$ cat src/rtl/ds1302_time_sched.sv
// Request scheduler in front of the DS1302 controller: periodic polling, queued set-time writes
// with mandatory read-back, stall timeout. Optional set_time validation: DS1302_SET_CHECK_EN.
module ds1302_time_sched #(
  parameter int POLL_CYCLES    = 5_000_000,
  parameter int TIMEOUT_CYCLES = 1_000_000
) (
  input  logic        clk_i,
  input  logic        rst_n_i,
  input  logic        set_req_i,
  input  logic [55:0] set_time_i,
  output logic        write_time_req_o,
  input  logic        write_time_ack_i,
  output logic [55:0] wr_time_o,
  output logic        read_time_req_o,
  input  logic        read_time_ack_i,
  input  logic [55:0] rd_time_i,
  output logic [55:0] time_bcd_o,
  output logic        time_valid_o,
  output logic        sec_tick_o,
  output logic        busy_o,
`ifdef DS1302_SET_CHECK_EN
  output logic        set_err_o,
`endif
  output logic        timeout_err_o
);

  localparam int PW = (POLL_CYCLES > 2) ? $clog2(POLL_CYCLES) : 1;
  localparam int TW = $clog2(TIMEOUT_CYCLES + 1);
  // sec[7] is clock-halt, hour[7] selects 12h mode; both are kept at 0.
  localparam logic [55:0] CTRL_MASK = 56'h00_00_00_00_80_00_80;

  typedef enum logic [1:0] {S_IDLE, S_WR, S_RD, S_CAPT} state_t;

  state_t        state_q, state_d;
  logic [PW-1:0] poll_cnt_q, poll_cnt_d;
  logic [TW-1:0] tmo_cnt_q, tmo_cnt_d;
  logic [3:0]    hold_q, hold_d;
  logic          set_pend_q, set_pend_d;
  logic          poll_pend_q, poll_pend_d;
  logic [55:0]   wr_time_q, wr_time_d;
  logic [55:0]   shd_q, shd_d;
  logic          shd_vld_q, shd_vld_d;
  logic [55:0]   time_bcd_q, time_bcd_d;
  logic          time_valid_q, time_valid_d;
  logic          sec_tick_q, sec_tick_d;
  logic          tmo_err_q, tmo_err_d;

  logic [55:0] set_masked, rd_masked;
  logic        poll_wrap, tmo_hit, set_acc;

  assign set_masked = set_time_i & ~CTRL_MASK;
  assign rd_masked  = rd_time_i & ~CTRL_MASK;
  assign poll_wrap  = (poll_cnt_q == PW'(POLL_CYCLES - 1));
  assign tmo_hit    = (tmo_cnt_q == TW'(TIMEOUT_CYCLES - 1));

`ifdef DS1302_SET_CHECK_EN
  logic set_err_q, set_err_d;

  function automatic logic time_ok(input logic [55:0] t);
    logic ok;
    ok = 1'b1;
    for (int n = 0; n < 14; n++)
      if (t[n*4 +: 4] > 4'd9) ok = 1'b0;
    if (t[7:0]   > 8'h59)                    ok = 1'b0;
    if (t[15:8]  > 8'h59)                    ok = 1'b0;
    if (t[23:16] > 8'h23)                    ok = 1'b0;
    if (t[31:24] < 8'h01 || t[31:24] > 8'h31) ok = 1'b0;
    if (t[39:32] < 8'h01 || t[39:32] > 8'h12) ok = 1'b0;
    if (t[47:40] < 8'h01 || t[47:40] > 8'h07) ok = 1'b0;
    return ok;
  endfunction

  // Validation runs on the masked value so control bits never cause a reject.
  assign set_acc   = set_req_i & time_ok(set_masked);
  assign set_err_d = set_req_i & ~time_ok(set_masked);
  assign set_err_o = set_err_q;
`else
  assign set_acc = set_req_i;
`endif

  always_comb begin
    state_d      = state_q;
    poll_cnt_d   = poll_wrap ? '0 : poll_cnt_q + PW'(1);
    hold_d       = hold_q;
    set_pend_d   = set_pend_q;
    poll_pend_d  = poll_pend_q | poll_wrap;
    wr_time_d    = wr_time_q;
    shd_d        = shd_q;
    shd_vld_d    = shd_vld_q;
    time_bcd_d   = time_bcd_q;
    time_valid_d = time_valid_q;
    sec_tick_d   = 1'b0;
    tmo_err_d    = tmo_err_q;

    // Outside WR a new set overwrites the pending one directly; in WR it is shadowed.
    if (set_acc && state_q != S_WR) begin
      wr_time_d  = set_masked;
      set_pend_d = 1'b1;
    end

    case (state_q)
      S_IDLE: begin
        if (hold_q != 4'd0)                  hold_d  = hold_q - 4'd1;
        else if (set_pend_q || set_acc)      state_d = S_WR;
        else if (poll_pend_q || poll_wrap)   state_d = S_RD;
      end
      S_WR: begin
        if (set_acc) begin
          shd_d     = set_masked;
          shd_vld_d = 1'b1;
        end
        if (write_time_ack_i || tmo_hit) begin
          if (set_acc)        wr_time_d = set_masked;
          else if (shd_vld_q) wr_time_d = shd_q;
          shd_vld_d = 1'b0;
          if (write_time_ack_i) begin
            set_pend_d = set_acc | shd_vld_q;
            state_d    = S_RD;
          end else begin
            state_d     = S_IDLE;
            tmo_err_d   = 1'b1;
            poll_pend_d = poll_wrap;
            hold_d      = 4'd15;
          end
        end
      end
      S_RD: begin
        // Snapshot is taken on the ack edge so it is visible during CAPT.
        if (read_time_ack_i) begin
          poll_pend_d  = poll_wrap;
          time_bcd_d   = rd_masked;
          sec_tick_d   = !time_valid_q || (rd_masked[7:0] != time_bcd_q[7:0]);
          time_valid_d = 1'b1;
          tmo_err_d    = 1'b0;
          state_d      = S_CAPT;
        end else if (tmo_hit) begin
          state_d     = S_IDLE;
          tmo_err_d   = 1'b1;
          poll_pend_d = poll_wrap;
          hold_d      = 4'd15;
        end
      end
      S_CAPT:  state_d = S_IDLE;
      default: state_d = S_IDLE;
    endcase

    tmo_cnt_d = '0;
    if (state_d == state_q && (state_q == S_WR || state_q == S_RD))
      tmo_cnt_d = tmo_cnt_q + TW'(1);
  end

  always_ff @(posedge clk_i) begin
    if (!rst_n_i) begin
      state_q      <= S_IDLE;
      poll_cnt_q   <= '0;
      tmo_cnt_q    <= '0;
      hold_q       <= '0;
      set_pend_q   <= 1'b0;
      poll_pend_q  <= 1'b0;
      wr_time_q    <= '0;
      shd_q        <= '0;
      shd_vld_q    <= 1'b0;
      time_bcd_q   <= '0;
      time_valid_q <= 1'b0;
      sec_tick_q   <= 1'b0;
      tmo_err_q    <= 1'b0;
`ifdef DS1302_SET_CHECK_EN
      set_err_q    <= 1'b0;
`endif
    end else begin
      state_q      <= state_d;
      poll_cnt_q   <= poll_cnt_d;
      tmo_cnt_q    <= tmo_cnt_d;
      hold_q       <= hold_d;
      set_pend_q   <= set_pend_d;
      poll_pend_q  <= poll_pend_d;
      wr_time_q    <= wr_time_d;
      shd_q        <= shd_d;
      shd_vld_q    <= shd_vld_d;
      time_bcd_q   <= time_bcd_d;
      time_valid_q <= time_valid_d;
      sec_tick_q   <= sec_tick_d;
      tmo_err_q    <= tmo_err_d;
`ifdef DS1302_SET_CHECK_EN
      set_err_q    <= set_err_d;
`endif
    end
  end

  // Requests decode straight from state, so they drop on the ack edge.
  assign write_time_req_o = (state_q == S_WR);
  assign read_time_req_o  = (state_q == S_RD);
  assign busy_o           = (state_q != S_IDLE);
  assign wr_time_o        = wr_time_q;
  assign time_bcd_o       = time_bcd_q;
  assign time_valid_o     = time_valid_q;
  assign sec_tick_o       = sec_tick_q;
  assign timeout_err_o    = tmo_err_q;

endmodule
$ cat config.mk
export PLATFORM = sky130hd
export DESIGN_NAME = ds1302_time_sched
export DESIGN_NICKNAME = d
export VERILOG_FILES = /design/src/rtl/ds1302_time_sched.sv
export SDC_FILE = /design/constraint.sdc
export NUM_CORES = 1
export LEC_CHECK = 0
export ABC_AREA = 1
export BUFFER_PORTS_ARGS = -buffer_cell sky130_fd_sc_hd__buf_4
export CORE_AREA = 5 5 139 141
export DETAILED_ROUTE_END_ITERATION = 8
export DIE_AREA = 0 0 144 146
export PLACE_DENSITY = 0.88
export SLEW_MARGIN = 25
export SYNTH_ARGS = -nofsm -noshare
export SYNTH_HDL_FRONTEND = slang
export SYNTH_SLANG_ARGS = --single-unit
$ cat constraint.sdc
create_clock -name clk_i -period 3.1 [get_ports clk_i]
set_clock_uncertainty 0.05 [all_clocks]
set_input_delay 0.62 -clock clk_i [delete_from_list [all_inputs] [get_ports clk_i]]
set_output_delay 0.62 -clock clk_i [all_outputs]
set_load 0.02 [all_outputs]
* Word-level counts from Yosys, hierarchy flattened
Index checks and enable logic that the tools add are counted.
Operators by class: multiplexer cells 35, bitwise logic cells 3, $add $sub $neg 3, reduce and logical (&&, ||, !) cells 22, equal/unequal tests 14
Operators by type and width (number):
- two-way mux 56 bit | 5
- adder 23 x 1 -> 23 bit (second input constant) | 1
- == test 23 bit (second input constant) | 1
- adder 20 x 1 -> 20 bit (second input constant) | 1
- == test 20 bit (second input constant) | 1
- two-way mux 4 bit | 5
- two-way mux 1 bit | 14
- two-way mux 2 bit | 7
- one-hot mux 4 bit (3 select lines) | 1
- one-hot mux 2 bit (4 select lines) | 1
- AND reduction 2 bit | 4
- inequality test 7 bit | 1
- inequality test 2 x 1 -> 1 bit (second input constant) | 3
- inequality test 2 bit (second input constant) | 3
- AND reduction 6 bit | 1
- nonzero test 2 bit | 3
- logical OR 1 bit | 5
- == test 2 bit (second input constant) | 2
- one-hot mux 1 bit (2 select lines) | 2
- AND reduction 4 bit | 1
- nonzero test 4 bit | 1
- subtractor 4 x 1 -> 4 bit (second input constant) | 1
- inequality test 3 x 1 -> 1 bit (second input constant) | 1
- AND reduction 3 bit | 1
- other kinds (9) | 11
Word-level totals: bits of input ports 117, output and inout bits 118, logic and storage cells 90, flip-flop bits (word level) 219

* Longest topological paths before layout
depth in word-level cells 9, gate-level depth with buffers 17, depth with buffers taken out 15

* Worst setup path after synthesis
Ideal clock, no wire load.
kind flip-flop to flip-flop, start register state_q[1], end register wr_time_q[27] (netlist: wr_time_o[27]), arrival 1.877 ns, clock period less this slack 2.049 ns, required time 2.928 ns, path slack 1.051 ns, path buffers 3, stages on the path, launching flop included 15, setup time 0.122 ns, cell sequence dfxtp_1 -> inv_1 -> ha_1 -> buf_2 -> inv_2 -> nand2_4 -> inv_2 -> buf_4 -> buf_4 -> nand2_1 -> nand2_1 -> nor2_1 -> a211oi_1 -> a21oi_1 -> a21oi_1
On the way: elaborated cells on any way between the ends 8, classes of those cells 2 x eq/ne; 5 x mux; 1 x reduce/logical
RTL lines:
- start, declared | line 34 | state_t state_q, state_d;
- start signal, assigned | line 171 | state_q <= state_d;
- == test 2 x 1 -> 1 bit
- via write_time_req_o | line 11 | output logic write_time_req_o,
- two-way mux 56 bit | line 101 | case (state_q)
- end signal, assigned | line 177 | wr_time_q <= wr_time_d;
- end, declared | line 40 | logic [55:0] wr_time_q, wr_time_d;
The timed path passes the listed nets, and every way through them passes these cells. A chain may end at the register's enable or synchronous reset.

* Final worst setup path
start register tmo_cnt_q[0], end register wr_time_q[16] (netlist: wr_time_o[16])
On the way: word-level cells in the longest chain between the ends 4
Ends and longest elaborated chain:
- start, declared | line 36 | logic [TW-1:0] tmo_cnt_q, tmo_cnt_d;
- start signal, assigned | line 173 | tmo_cnt_q <= tmo_cnt_d;
- == test 20 bit | line 54 | assign tmo_hit = (tmo_cnt_q == TW'(TIMEOUT_CYCLES - 1));
- logical OR 1 bit | line 112 | if (write_time_ack_i || tmo_hit) begin
- two-way mux 56 bit | line 112
- two-way mux 56 bit | line 101
No other way between the ends.

==> results.sh <==
export IMPL_drc=0
export IMPL_worstSetupPathType="reg -> reg"
export IMPL_die_h_um=146
export IMPL_fin_util=0.710
export IMPL_slew_headroom=0.483
export IMPL_cts_tree="done"
export IMPL_clk_latency_ns=0.51
export IMPL_die_w_um=144
export IMPL_dieArea_um2=21000
export IMPL_setup_viol=0
export IMPL_power_leakage_nw=5.42
export IMPL_required_ns=3.48
export IMPL_nNetsFinal=1708
export IMPL_mostFrequentLayoutCell="buf_4"
export IMPL_grt_pass1_wl_um=44300
export IMPL_viasPerCell=5.43
export IMPL_grt_pass1_vias=9357
export IMPL_gr_usage_all_layers=0.249
export IMPL_drt_iter0_markers=705
export IMPL_min_period_ns=2.47
export IMPL_slowest_stage="buf_4"
export IMPL_synth_edff_count=0
export IMPL_initial_utilization=0.568
export IMPL_arrival_ns=2.85
export IMPL_numCtsBuffers=24
export IMPL_postSynthAreaPerCell_um2=7.21
export IMPL_globalplace_congestion=0.887
export IMPL_ant_nets=0
export IMPL_cts_setup_buffers=0
export IMPL_fin_crit_sh=0.798
export IMPL_crit_fanout=58
export IMPL_seq_area_um2=4390
export IMPL_num_fill_cells=1415
export IMPL_status="finished, final reports clean"
export IMPL_yosysUniqueCellTypes=44
export IMPL_post_cts_resized=0
export IMPL_yosysTopAreaCell="dfxtp_1"
export IMPL_routedWlPerCell_um=14.8
export IMPL_cp_cell_sequence="ha_1, nand3_2, nor2_4, nand3_4, nand2_1, nand2_2, inv_2, buf_4, o21ai_0, a21oi_1"
export IMPL_synth_cells=1406
export IMPL_fmax_mhz=404
export IMPL_cap_violations=0
export IMPL_diodes=0
export IMPL_antenna_found_initial=0
export IMPL_hpwl_um=18000
export IMPL_area_growth_syn_to_layout_pct=25.0
export IMPL_peakVddDrop_mv=0.520
export IMPL_cts_buffer_depth=3
export IMPL_cts_hold_buf=0
export IMPL_cts_root_buf="clkbuf_16"
export IMPL_power_density_nw_per_um2=767
export IMPL_synthTopCellsByArea="dfxtp_1 (43%), o21ai_0 (8.9%), nand2_1 (8.2%)"
export IMPL_io_pins=235
export IMPL_cts_htree_levels=1
export IMPL_drive_gt1_frac=0.215
export IMPL_start_kind="flop"
export IMPL_vias=9908
export IMPL_rsz0062_at_grt="no"
export IMPL_cp_end_kind="flop"
export IMPL_drt_total_wl_um=27100
export IMPL_final_cell_mix="buf_4 (241), nand2_1 (220), dfxtp_1 (218)"
export IMPL_tightest_slew_ns=0.775
export IMPL_port_buffers=228
export IMPL_slew_violations=0
export IMPL_drt_pass1_iter_count=6
export IMPL_synth_async_sr_flop_share=0
export IMPL_ys_flop_type="dfxtp_1"
export IMPL_hold_violations=0
export IMPL_slowest_delay_ns=0.45
export IMPL_multi_input_area_um2=4900
export IMPL_yosys_warnings=0
export IMPL_yosysTopAreaCellShare=0.433
export IMPL_netlist_area_um2=10100
export IMPL_core_um2=17800
export IMPL_hold_class="in -> reg"
export IMPL_overflow=0
export IMPL_grt_max_degree=80
export IMPL_timing_setup_tns_ns=0
export IMPL_num_rows=49
export IMPL_cts_sinks=219
export IMPL_rrSetupSlack_ns=0.63
export IMPL_yosysSeqAreaShare=0.433
export IMPL_synth_seq_cells=219
export IMPL_clk_pin_slew_ns=0.06
[metal layers]
layer  global-route usage  wire length, um
met4               0.0669              629
met5                    0                0
met2                0.432            13500
met1                0.312            11200
met3               0.0509             1730
[where the power goes]
part,internal [W],switching (W)
sequential,0.00328,0.000241
combinational,0.00119,0.00206
clock,0.00181,0.00112
total,0.00629,0.00342
[kinds of logic (layout without fill, tap and decap cells)]
| group | after synthesis | in the layout | share of synthesized area |
|---|---|---|---|
| muxes | 8 | 8 | 0.00790 |
| and+or+nand+nor | 528 | 528 | 0.224 |
| other | 1 | 2 | 0.000370 |
| adders and majority gates | 9 | 9 | 0.0111 |
| AOI/OAI and AO/OA | 409 | 409 | 0.219 |
| xor gates and xnor gates | 24 | 24 | 0.0207 |
| DFF | 219 | 219 | 0.433 |
| buffers and inverters | 208 | 398 | 0.0845 |
[state kept, by name, summed over array words and instances (netlist names)]
name	count
wr_time_o	56
shd_q	54
time_bcd_o	54
poll_cnt_q	23
tmo_cnt_q	20
hold_q	4
state_q	2
poll_pend_q	1
sec_tick_o	1
set_pend_q	1
shd_vld_q	1
time_valid_o	1
timeout_err_o	1
[layout make-up]
cell class,instances,share of cell area
clock inverter,5,0.00879
multi-input combinational,980,0.387
sequential,219,0.346
timing repair buffer,243,0.146
inverter,114,0.0338
clock buffer,36,0.0557
tap,229,0.0226
[through the flow]
step | worst slack, ns | hold slack (ns) | power (W) | instances | instance area (um2)
finish | 0.628 | 0.304 | 0.00971 | 1826 | 12700
global route | 0.429 | 0.295 | 0.0103 | 1826 | 12700
CTS | 0.645 | 0.288 | 0.00975 | 1826 | 12700
detailed placement | 0.681 | 0.395 | 0.00679 | 1785 | 11800
global placement | 0.714 | 0.380 | 0.00668 | 1785 | 11800
floorplan | 1.05 | 0.368 | 0.00576 | 1407 | 10100
[Yosys cell counts (2+ instances only)]
library cell / count
a211oi_1: 58
a21oi_1: 158
a221oi_1: 2
a31oi_1: 5
buf_1: 5
buf_2: 12
buf_4: 8
buf_6: 4
clkbuf_1: 65
dfxtp_1: 219
ha_1: 9
inv_1: 104
inv_2: 10
mux2i_1: 8
nand2_1: 221
nand2_2: 7
nand3_1: 18
nand3_2: 5
nand4_1: 8
nor2_1: 210
nor2_2: 28
nor3_1: 12
nor3_2: 2
nor4_2: 2
o21ai_0: 180
o22ai_1: 2
or2_2: 5
xnor2_1: 6
xor2_1: 18
[critical path, delay by kind of cell (launching register included)]
family | cells | cell delay [ns]
buffers and inverters | 2 | 0.58
AO/OA/AOI/OAI | 2 | 0.35
AND/OR/NAND/NOR | 5 | 0.79
flip-flops | 1 | 0.38
adder cells (fa/ha/maj) | 1 | 0.23
[final timing paths]
kind,startpoint,endpoint,cells after the start
min reg2reg,poll_cnt_q[0],poll_cnt_q[0],1
max,tmo_cnt_q[0],wr_time_o[16],10
max reg2reg,tmo_cnt_q[0],wr_time_o[16],10
min,rd_time_i[29],time_bcd_o[29],3
Note: power is estimated with default switching activity, not from simulation.
